===== config.mk =====
export PLATFORM = sky130hd
export DESIGN_NAME = pl_hazard_ctrl
export DESIGN_NICKNAME = d
export VERILOG_FILES = /design/src/rtl/pl_hazard_ctrl.sv
export SDC_FILE = /design/constraint.sdc
export NUM_CORES = 1
export LEC_CHECK = 0
export ABC_AREA = 1
export CORE_ASPECT_RATIO = 0.8
export CORE_UTILIZATION = 47
export DETAILED_ROUTE_END_ITERATION = 16
export MAX_ROUTING_LAYER = met4
export PLACE_DENSITY_LB_ADDON = 0.08
export SYNTH_ARGS = -nofsm -noshare
export SYNTH_HDL_FRONTEND = slang
export SYNTH_SLANG_ARGS = --single-unit

===== constraint.sdc =====
create_clock -name clk -period 2.2 [get_ports clk]
set_clock_uncertainty 0.2 [all_clocks]
set_input_delay 0.22 -clock clk [delete_from_list [all_inputs] [get_ports clk]]
set_output_delay 0.22 -clock clk [all_outputs]
set_load 0.005 [all_outputs]

===== src/rtl/pl_hazard_ctrl.sv =====
// Pipeline hazard controller: operand forwarding, load-use stall, branch flush,
// and data-memory wait handling with a timeout error state.
module pl_hazard_ctrl #(
   parameter int unsigned TIMEOUT_CYC = 255
) (
   input  logic        clk,
   input  logic        rst_n,
   input  logic [4:0]  Rs1D,
   input  logic [4:0]  Rs2D,
   input  logic [4:0]  Rs1E,
   input  logic [4:0]  Rs2E,
   input  logic [4:0]  RdE,
   input  logic        ResultSrcE0,
   input  logic        PCSrcE,
   input  logic [4:0]  RdM,
   input  logic [4:0]  RdW,
   input  logic        RegWriteM,
   input  logic        RegWriteW,
   input  logic        MemAccessM,
   input  logic        dmem_ack,
   output logic        dmem_req,
   output logic [1:0]  ForwardAE,
   output logic [1:0]  ForwardBE,
   output logic        StallF,
   output logic        StallD,
   output logic        StallE,
   output logic        StallM,
   output logic        StallW,
   output logic        FlushD,
   output logic        FlushE,
   output logic        FlushW,
   output logic        mem_timeout,
   output logic [15:0] stall_cycles
);

   localparam int unsigned CNT_W = $clog2(TIMEOUT_CYC + 1);
   localparam int unsigned SC_W  = 16;

   typedef enum logic [1:0] {
      ST_IDLE = 2'd0,
      ST_WAIT = 2'd1,
      ST_ERR  = 2'd2
   } state_e;

   state_e             state_q, state_d;
   logic [CNT_W-1:0]   wait_cnt_q, wait_cnt_d, wait_cnt_inc;
   logic               mem_timeout_q, mem_timeout_d;
   logic [SC_W-1:0]    stall_cnt_q, stall_cnt_d;
   logic               mem_busy;
   logic               lw_stall;

   // Forward select for one Execute source: Memory beats Writeback, x0 never forwards.
   function automatic logic [1:0] fwd_sel(input logic [4:0] rs,
                                          input logic [4:0] rd_m, input logic wr_m,
                                          input logic [4:0] rd_w, input logic wr_w);
      logic [1:0] sel;
      sel = 2'b00;
      if (wr_m && (rd_m != 5'd0) && (rd_m == rs)) begin
         sel = 2'b10;
      end else if (wr_w && (rd_w != 5'd0) && (rd_w == rs)) begin
         sel = 2'b01;
      end
      return sel;
   endfunction

   // Next-state logic for the memory-wait FSM, its wait counter and the stall counter.
   always_comb begin
      state_d       = state_q;
      wait_cnt_d    = wait_cnt_q;
      wait_cnt_inc  = wait_cnt_q + CNT_W'(1);
      unique case (state_q)
         ST_IDLE: begin
            if (MemAccessM && !dmem_ack) begin
               state_d    = ST_WAIT;
               wait_cnt_d = '0;
            end
         end
         ST_WAIT: begin
            if (dmem_ack) begin
               state_d = ST_IDLE;
            end else if (wait_cnt_inc == CNT_W'(TIMEOUT_CYC)) begin
               state_d = ST_ERR;
            end else begin
               wait_cnt_d = wait_cnt_inc;
            end
         end
         ST_ERR: begin
            state_d = ST_ERR;
         end
         default: begin
            state_d = ST_IDLE;
         end
      endcase
      mem_timeout_d = (state_d == ST_ERR);
      stall_cnt_d   = (StallF && (stall_cnt_q != '1)) ? stall_cnt_q + SC_W'(1) : stall_cnt_q;
   end

   // Combinational hazard outputs; reset forces a safe idle pipeline with flushes asserted.
   always_comb begin
      dmem_req  = 1'b0;
      mem_busy  = 1'b0;
      lw_stall  = 1'b0;
      ForwardAE = 2'b00;
      ForwardBE = 2'b00;
      StallF    = 1'b0;
      StallD    = 1'b0;
      StallE    = 1'b0;
      StallM    = 1'b0;
      StallW    = 1'b0;
      FlushD    = 1'b0;
      FlushE    = 1'b0;
      FlushW    = 1'b0;
      if (!rst_n) begin
         FlushD = 1'b1;
         FlushE = 1'b1;
         FlushW = 1'b1;
      end else begin
         unique case (state_q)
            ST_IDLE: dmem_req = MemAccessM;
            ST_WAIT: dmem_req = 1'b1;
            default: dmem_req = 1'b0;
         endcase
         mem_busy  = (dmem_req && !dmem_ack) || (state_q == ST_ERR);
         lw_stall  = ResultSrcE0 && (RdE != 5'd0) && ((RdE == Rs1D) || (RdE == Rs2D));
         ForwardAE = fwd_sel(Rs1E, RdM, RegWriteM, RdW, RegWriteW);
         ForwardBE = fwd_sel(Rs2E, RdM, RegWriteM, RdW, RegWriteW);
         if (mem_busy) begin
            // Freeze F..M and push a bubble into Writeback; E/D events wait behind the hold.
            StallF = 1'b1;
            StallD = 1'b1;
            StallE = 1'b1;
            StallM = 1'b1;
            FlushW = 1'b1;
         end else begin
            StallF = lw_stall;
            StallD = lw_stall;
            FlushD = PCSrcE;
            FlushE = lw_stall || PCSrcE;
         end
      end
   end

   // State, counters and sticky timeout flag.
   always_ff @(posedge clk) begin
      if (!rst_n) begin
         state_q       <= ST_IDLE;
         wait_cnt_q    <= '0;
         mem_timeout_q <= 1'b0;
         stall_cnt_q   <= '0;
      end else begin
         state_q       <= state_d;
         wait_cnt_q    <= wait_cnt_d;
         mem_timeout_q <= mem_timeout_d;
         stall_cnt_q   <= stall_cnt_d;
      end
   end

   assign mem_timeout  = mem_timeout_q;
   assign stall_cycles = stall_cnt_q;

endmodule


After elaboration in Yosys (flattened, before gate mapping). Cells that the tools add are included.

Bits in registers: 27. Bits in latches: 0. Memory bits (writable): 0. Bits in read-only memories: 0. Input bits: 43. Output and inout bits: 30. Logic and storage cells: 67. Memories kept: 0.

Add/sub/neg operators: 2. Multipliers: 0. Div/mod/pow operators: 0. Order comparisons: 0. Equal/unequal tests: 14. Shift-type cells: 0. Multiplexer cells: 26. Bitwise operators: 0. Reductions and logical operators: 21.

Operator list (count): equality test 5 bit (6); two-way mux 8 bit (3); adder 16 x 1 -> 16 bit, second input constant (1); inequality test 16 bit, second input constant (1); case mux 8 bit (2 select lines) (1); nonzero test 5 bit (3); two-way mux 2 bit (7); two-way mux 1 bit (13); logical AND 1 bit (11); adder 8 x 1 -> 8 bit, second input constant (1); equality test 8 bit, second input constant (1); inequality test 2 bit, second input constant (3); case mux 2 bit (3 select lines) (1); equality test 2 bit, second input constant (2); AND reduction 4 bit (1); logical OR 1 bit (3); equality test 2 x 1 -> 1 bit, second input constant (1); logical NOT 2 bit (1); case mux 1 bit (2 select lines) (1); nonzero test 2 bit (1); logical NOT 1 bit (1).

Logic depth before layout (Yosys ltp). Gate-level depths: netlist (run 1).

Depth in word-level cells: 8. Gate-level depth with buffers: 12. Mapped depth without buffers: 11.

Worst setup path after synthesis (run 1). No wires, ideal clock.

Path kind: register to register. Start: register wait_cnt_q[1]. End: register wait_cnt_q[6]. Library setup time: 0.119 ns. Data arrival time: 1.545 ns. Required time: 1.881 ns. Setup slack: 0.336 ns. Cell stages (with the launch flop): 12. Buffers on the path: 1. Clock period less this slack: 1.864 ns. Path through: dfxtp_1 ha_1 nand3_1 nor2_1 nand2_1 xor2_1 nand3_2 nand2_4 buf_8 nand3_1 nand2_1 nor2_2.

Longest elaborated chain between the ends: 4. Elaborated cells on any way between the ends: 7. Classes of those cells: add/sub (1); eq/ne (2); mux (3); reduce/logical (1).

Ends and longest elaborated chain: from (decl) (line 46) `logic [CNT_W-1:0] wait_cnt_q, wait_cnt_d, wait_cnt_inc;`; from (signal assigned) (line 152) `wait_cnt_q <= wait_cnt_d;`; adder 8 x 1 -> 8 bit (*) (line 70) `wait_cnt_inc = wait_cnt_q + CNT_W'(1);`; equality test 8 bit / two-way mux 8 bit (equally long branches) (line 81) `end else if (wait_cnt_inc == CNT_W'(TIMEOUT_CYC)) begin`; inequality test 2 bit (no line) / two-way mux 8 bit (equally long branches); AND reduction 4 bit (no line) / case mux 8 bit (2 select lines) (equally long branches).

Every way passes the cells marked *; elsewhere a longest branch is shown, timed or not. The select of a mux whose other input is x is not followed. A chain may end at the register's enable or synchronous reset.

Final worst setup path (run 1).
Start: input port RdW[4]. End: output port ForwardAE[0].

Longest elaborated chain between the ends: 6. Elaborated cells on any way between the ends: 7. Classes of those cells: eq/ne (1); mux (3); reduce/logical (3).

Ends and longest elaborated chain: from (decl) (line 16) `input logic [4:0] RdW,`; nonzero test 5 bit (line 60) `end else if (wr_w && (rd_w != 5'd0) && (rd_w == rs)) begin`; logical AND 1 bit (line 60); logical AND 1 bit (*) (line 60); two-way mux 1 bit (*) (line 60); two-way mux 2 bit (*) (line 58) `if (wr_m && (rd_m != 5'd0) && (rd_m == rs)) begin`; two-way mux 2 bit (*) (line 113) `if (!rst_n) begin`; to (decl) (line 22) `output logic [1:0] ForwardAE,`.

Every way passes the cells marked *; elsewhere a longest branch is shown, timed or not.

==> results of run 1 <==
==> metrics by stage <==
step	setup TNS, ns	setup WS [ns]
floorplan	0	0.336
global placement	-3.36	-0.282
CTS	0	0.0190
detailed placement	-2.87	-0.373
finish	0	0.0386
global route	-0.0861	-0.0174
==> final timing paths <==
check,start,end,slack [ns],cells past startpoint
worst max-delay path,RdW[4],ForwardAE[0],0.04,6
worst min-delay path,stall_cycles[15],stall_cycles[15],0.32,2
worst max register to register,wait_cnt_q[1],wait_cnt_q[7],0.19,10
worst min register to register,stall_cycles[15],stall_cycles[15],0.32,2
==> layout make-up <==
cell class,instances,area (µm²),share of cell area [%]
multi-input cells,260,1560,47.7
repair buffers,98,903,27.6
flip-flops and latches,27,543,16.6
inverters,39,146,4.47
well taps,60,75.1,2.29
clock buffers,4,45.0,1.38
==> worst reg2reg max path, cell delays in order, from the launching register on <==
cell     delay [ns]
dfxtp_1        0.40
ha_1           0.20
nand3_1        0.12
nor2_1         0.12
nand2_1        0.10
xor2_2         0.21
nand3_2        0.12
nand2_4        0.21
nand3_1        0.12
nand2_1        0.08
nor2_1         0.04
==> state kept, by name, summed over array words and instances, names as in the netlist <==
signal,cells
mem_timeout,1
stall_cycles,16
state_q,2
wait_cnt_q,8
==> per-layer routing <==
metal | vias to the layer above | wire length (µm) | track usage, %
met5 | - | 0 | -
met4 | 0 | 57 | 6.25
met3 | 5 | 356 | 3.29
met2 | 85 | 2540 | 38.0
met1 | 1054 | 2770 | 32.1
li1 | 1258 | - | -
==> cell families (layout without fill, tap and decap cells) <==
kind of cell	after synthesis	count (layout)	share of synthesized area, %
buf+inv	52	141	11.9
fa+ha+maj	3	3	1.65
flops	27	27	23.7
xor+xnor	36	36	14.2
simple gates	183	183	38.4
compound gates	37	37	10.0
other cells	1	1	0.165
==> where the power goes <==
group / switching, µW / internal, µW
Sequential: 17.5 / 504
Combinational: 170 / 183
Clock: 157 / 130
Total: 344 / 817
==> layout by cell type, fill, tap and decap left out, drive strengths merged, types with 16 or more instances in the layout <==
cell / n
a21oi: 26
buf: 28
clkdlybuf4s50: 47
dfxtp: 27
dlygate4sd2: 16
inv: 39
nand2: 77
nand3: 42
nor2: 46
xnor2: 18
xor2: 18
==> timing repair <==
action                                 CTS  global route
endpoints found under the hold margin    0             0
buffers inserted                         4             0
pin swaps                                8             2
resized for setup                       40            12
setup endpoints to repair               11            26
==> run metrics, run 1 <==
# Max-Cap Violations=0; commonest cells in the netlist=72 x nand2_1, 41 x nor2_1, 38 x nand3_1, 37 x inv_1, 27 x dfxtp_1; hold buffers post-CTS=0; Startpoint Class=input port; Final setup viols=0; DRC Markers=0; most frequent cell after synthesis=nand2_1; share of cells above drive strength 1=18.7%; Min Hold Slack=0.323 ns; max-slew violations=0; antenna cells=0; sequential-to-total area share from yosys stat=23.7%; DR vias/cell=4.92; CTS Buffer Depth=2; Congestion Overflow GR=0; CTS tree=yes; Final period util=98.2%; die area=5130 µm²; Core ar.=4620 µm²; area growth from synthesis to layout=43.8%; critical path type=in2out; clk root buf=clkbuf_8; largest net degree at the start of global routing=20; Net Count, Synth=385; Ys Warns=0; critical path endpoint category=primary output; chip width=79.8 µm; most area-consuming cells after synthesis=dfxtp_1 24%, nand2_1 12%, nand3_1 8.4%; # H-tree levels=1; Tightest Hold Check Type=reg2reg; distinct cell type count after synthesis=37; CTS Sinks=27; Starting DRT DRC Count=132; PD cells=355 nW/µm²; Worst path max stage delay=0.46 ns; final wirelength=5.72 mm; global-route wire length before repair=9.60 mm; Worst EP required=1.78 ns; area leader, netlist=dfxtp_1; placed wire-length estimate=4.25 mm; Syn Std Cell Area=2280 µm²; Final min period=2.16 ns; post-route cell area=3270 µm²; Routed Antenna Nets=0; Worst Path Arrival=1.74 ns; Placed Instances=480; Power, Total=1160 µW; Final Util=70.8%; placed standard-cell area=3110 µm²; buffers and inverters on the worst path=2; gate count of the mapped netlist=339; fmax=0.463 GHz; VDD IR max=0.213 mV; Starting Density=49.2%; family with the most delay on the worst path=simple AND/OR/NAND/NOR gates; WL/cell=11.7 µm; area share of the largest cell type after synthesis=23.7%; fin nets=475; clock-pin slew on the worst setup and hold paths=0.09 ns; Site Rows=22; EDFF count, synth=0; Slowest-stage cell, CP=clkdlybuf4s50_1; syn_area_per_cell=6.72 µm²; CP Max Fanout=3; Ports=73; leakage power=0.00145 µW; drt pass-1 iters=4; port bufs=71; Yosys reg bits=27; GPL Wtd Cong=0.813; total CTS buffers=3; number of global-route vias before repair=2224; Post-synth ARST share=0%; clk_lat worst skew=0.27 ns; die height=64.3 µm; Filler cells=437; Most used DFF post-synth=dfxtp_1; GRT Total Usage=24.0%; initial antenna violation count=0; CP cell instances=clkdlybuf4s50_1, or2_2, a221oi_2, nand3_1, nor3_2, buf_2; Non-Filler Instances=488; Final Hold Viols=0; via count=2402; status=finished, final reports clean
Note: power is estimated with default switching activity, not from simulation.
==> inputs of run 2 (changes only) <==
Settings changed: CORE_UTILIZATION 47 to 45, GPL_TIMING_DRIVEN from default to 0.
==> run metrics, run 2 (synthesis results as in run 1) <==
FF+latch area=541 µm²; Non-Filler Instances=478; Placed Instances=469; Clock power frac=25.1%; DR vias/cell=5.00; die area=5350 µm²; final wirelength=5.73 mm; setup TNS=0 ns; fmax=0.462 GHz; share of cells above drive strength 1=17.9%; Site Rows=22; Starting DRT DRC Count=102; Min-Delay Startpoint=rst_n; max-slew violations=0; area growth from synthesis to layout=42.8%; CP Max Fanout=2; Routed Antenna Nets=0; PnR worst setup slack=0.0364 ns; Final Hold Viols=0; Final setup viols=0; critical path type=in2out; CTS Buffer Depth=2; CTS tree=yes; fin nets=465; critical path endpoint category=primary output; chip width=81.5 µm; sequential power share=44.8%; Congestion Overflow GR=0; DRC Markers=0; die height=65.6 µm; clock-pin slew on the worst setup and hold paths=0.10 ns; GRT Total Usage=22.9%; antenna cells=0; Gate power share=30.1%; clk_lat worst skew=0.28 ns; Power, Total=1170 µW; # H-tree levels=1; clk root buf=clkbuf_8; via count=2392; Worst EP required=1.78 ns; PD cells=359 nW/µm²; Largest register FFs=16; footprint of the multi-input gates=1570 µm²; reg2reg setup slack=0.13 ns; port bufs=70; worst r2r dst=wait_cnt_q[4]; status=finished, final reports clean; Worst Hold Path Cells=4; # Max-Cap Violations=0; Filler cells=408; initial antenna violation count=0; Psw=355 µW; commonest non-fill, non-tap cell in the layout=nand2_1; largest net degree at the start of global routing=16; CTS Sinks=27; number of global-route vias before repair=2263; Starting Density=48.1%; WL/cell=12.0 µm; post-route cell area=3250 µm²; post-place setup slack=-0.442 ns; Worst Path Arrival=1.74 ns; Final min period=2.16 ns; total CTS buffers=3; Core ar.=4730 µm²; Startpoint Class=input port; Final period util=98.3%; leakage power=0.00144 µW; GPL Wtd Cong=0.886; drt pass-1 iters=4; worst r2r path cells=11; switching part of the total power=30.4%; Tightest Hold Check Type=in2reg; placed standard-cell area=3050 µm²; placed wire-length estimate=4.34 mm; Ports=73; VDD IR max=0.216 mV; Hold EP=stall_cycles[0]; commonest non-fill, non-tap cells in the layout=70 x nand2_1, 44 x clkdlybuf4s50_1, 37 x nand3_1, 36 x nor2_1, 36 x inv_1; global-route wire length before repair=9.45 mm; worst r2r src=wait_cnt_q[0]; Int Pwr=811 µW
run 2: changes by cell type in the layout (fill, tap and decap cells not counted), sizes merged:
cell | previous run | this run
dlymetal6s2s | 6 | 10
clkinv | 0 | 1
clkdlybuf4s50 | 47 | 44
dlygate4sd3 | 0 | 2
dlygate4sd2 | 16 | 12
clkbuf | 4 | 6
buf | 28 | 16
run 2: cell type report:
cell class                 instances  area share (%)
multi-input combinational        260            48.3
timing repair buffer              75            22.8
sequential                        27            16.6
inverter                          39            4.50
buffer                            13            4.04
tap                               60            2.31
clock buffer                       3            1.27
clock inverter                     1           0.154
run 2: power by group through the flow:
stage / Combinational [µW] / Sequential [µW] / Clock (µW)
3_3_place_gp: 323 / 532 / 0
4_1_cts: 339 / 521 / 298
3_5_place_dp: 329 / 532 / 0
6_report: 351 / 522 / 293
5_1_grt: 385 / 523 / 317
2_1_floorplan: 180 / 529 / 0
run 2: how the worst max path moves through the flow:
stage	start	to	slack, ns
floorplan	wait_cnt_q[1]	wait_cnt_q[6]	0.34
global placement	RdE[4]	StallF	-0.42
detailed placement	RdE[3]	StallF	-0.44
CTS	MemAccessM	StallM	-0.02
global route	MemAccessM	StallM	-0.009
finish	MemAccessM	StallM	0.04
run 2: timing repair:
item                                   4_1_cts  5_1_grt
endpoints found under the hold margin        1        0
pin swaps                                    6        9
hold buffers                                 2        0
gates resized for setup                     30       33
setup endpoints to repair                   12       14
buffers inserted                             3        0
run 2: metal layers:
| metal | global-route usage, % | routed length, µm | vias up | share of wire, % |
|---|---|---|---|---|
| li1 | - | - | 1244 | - |
| met1 | 31.1 | 2850 | 1053 | 50 |
| met3 | 3.47 | 341 | 4 | 5.9 |
| met4 | 5.36 | 34 | 0 | 0.59 |
| met5 | - | 0 | - | 0 |
| met2 | 35.3 | 2500 | 91 | 44 |
run 2: critical path, cell delays in order:
cell and delay (ns):
clkdlybuf4s50_1 0.53, o21ai_2 0.08, o21ai_2 0.17, nand2_2 0.09, inv_2 0.07, buf_4 0.09
clkdlybuf4s50_1 0.49
run 2: metrics by stage:
stage | hold WS (ns) | utilization (%)
floorplan | 0.264 | -
global placement | 0.279 | 64.5
detailed placement | 0.282 | 64.5
CTS | 0.118 | 66.8
global route | 0.127 | 68.7
finish | 0.120 | 68.7
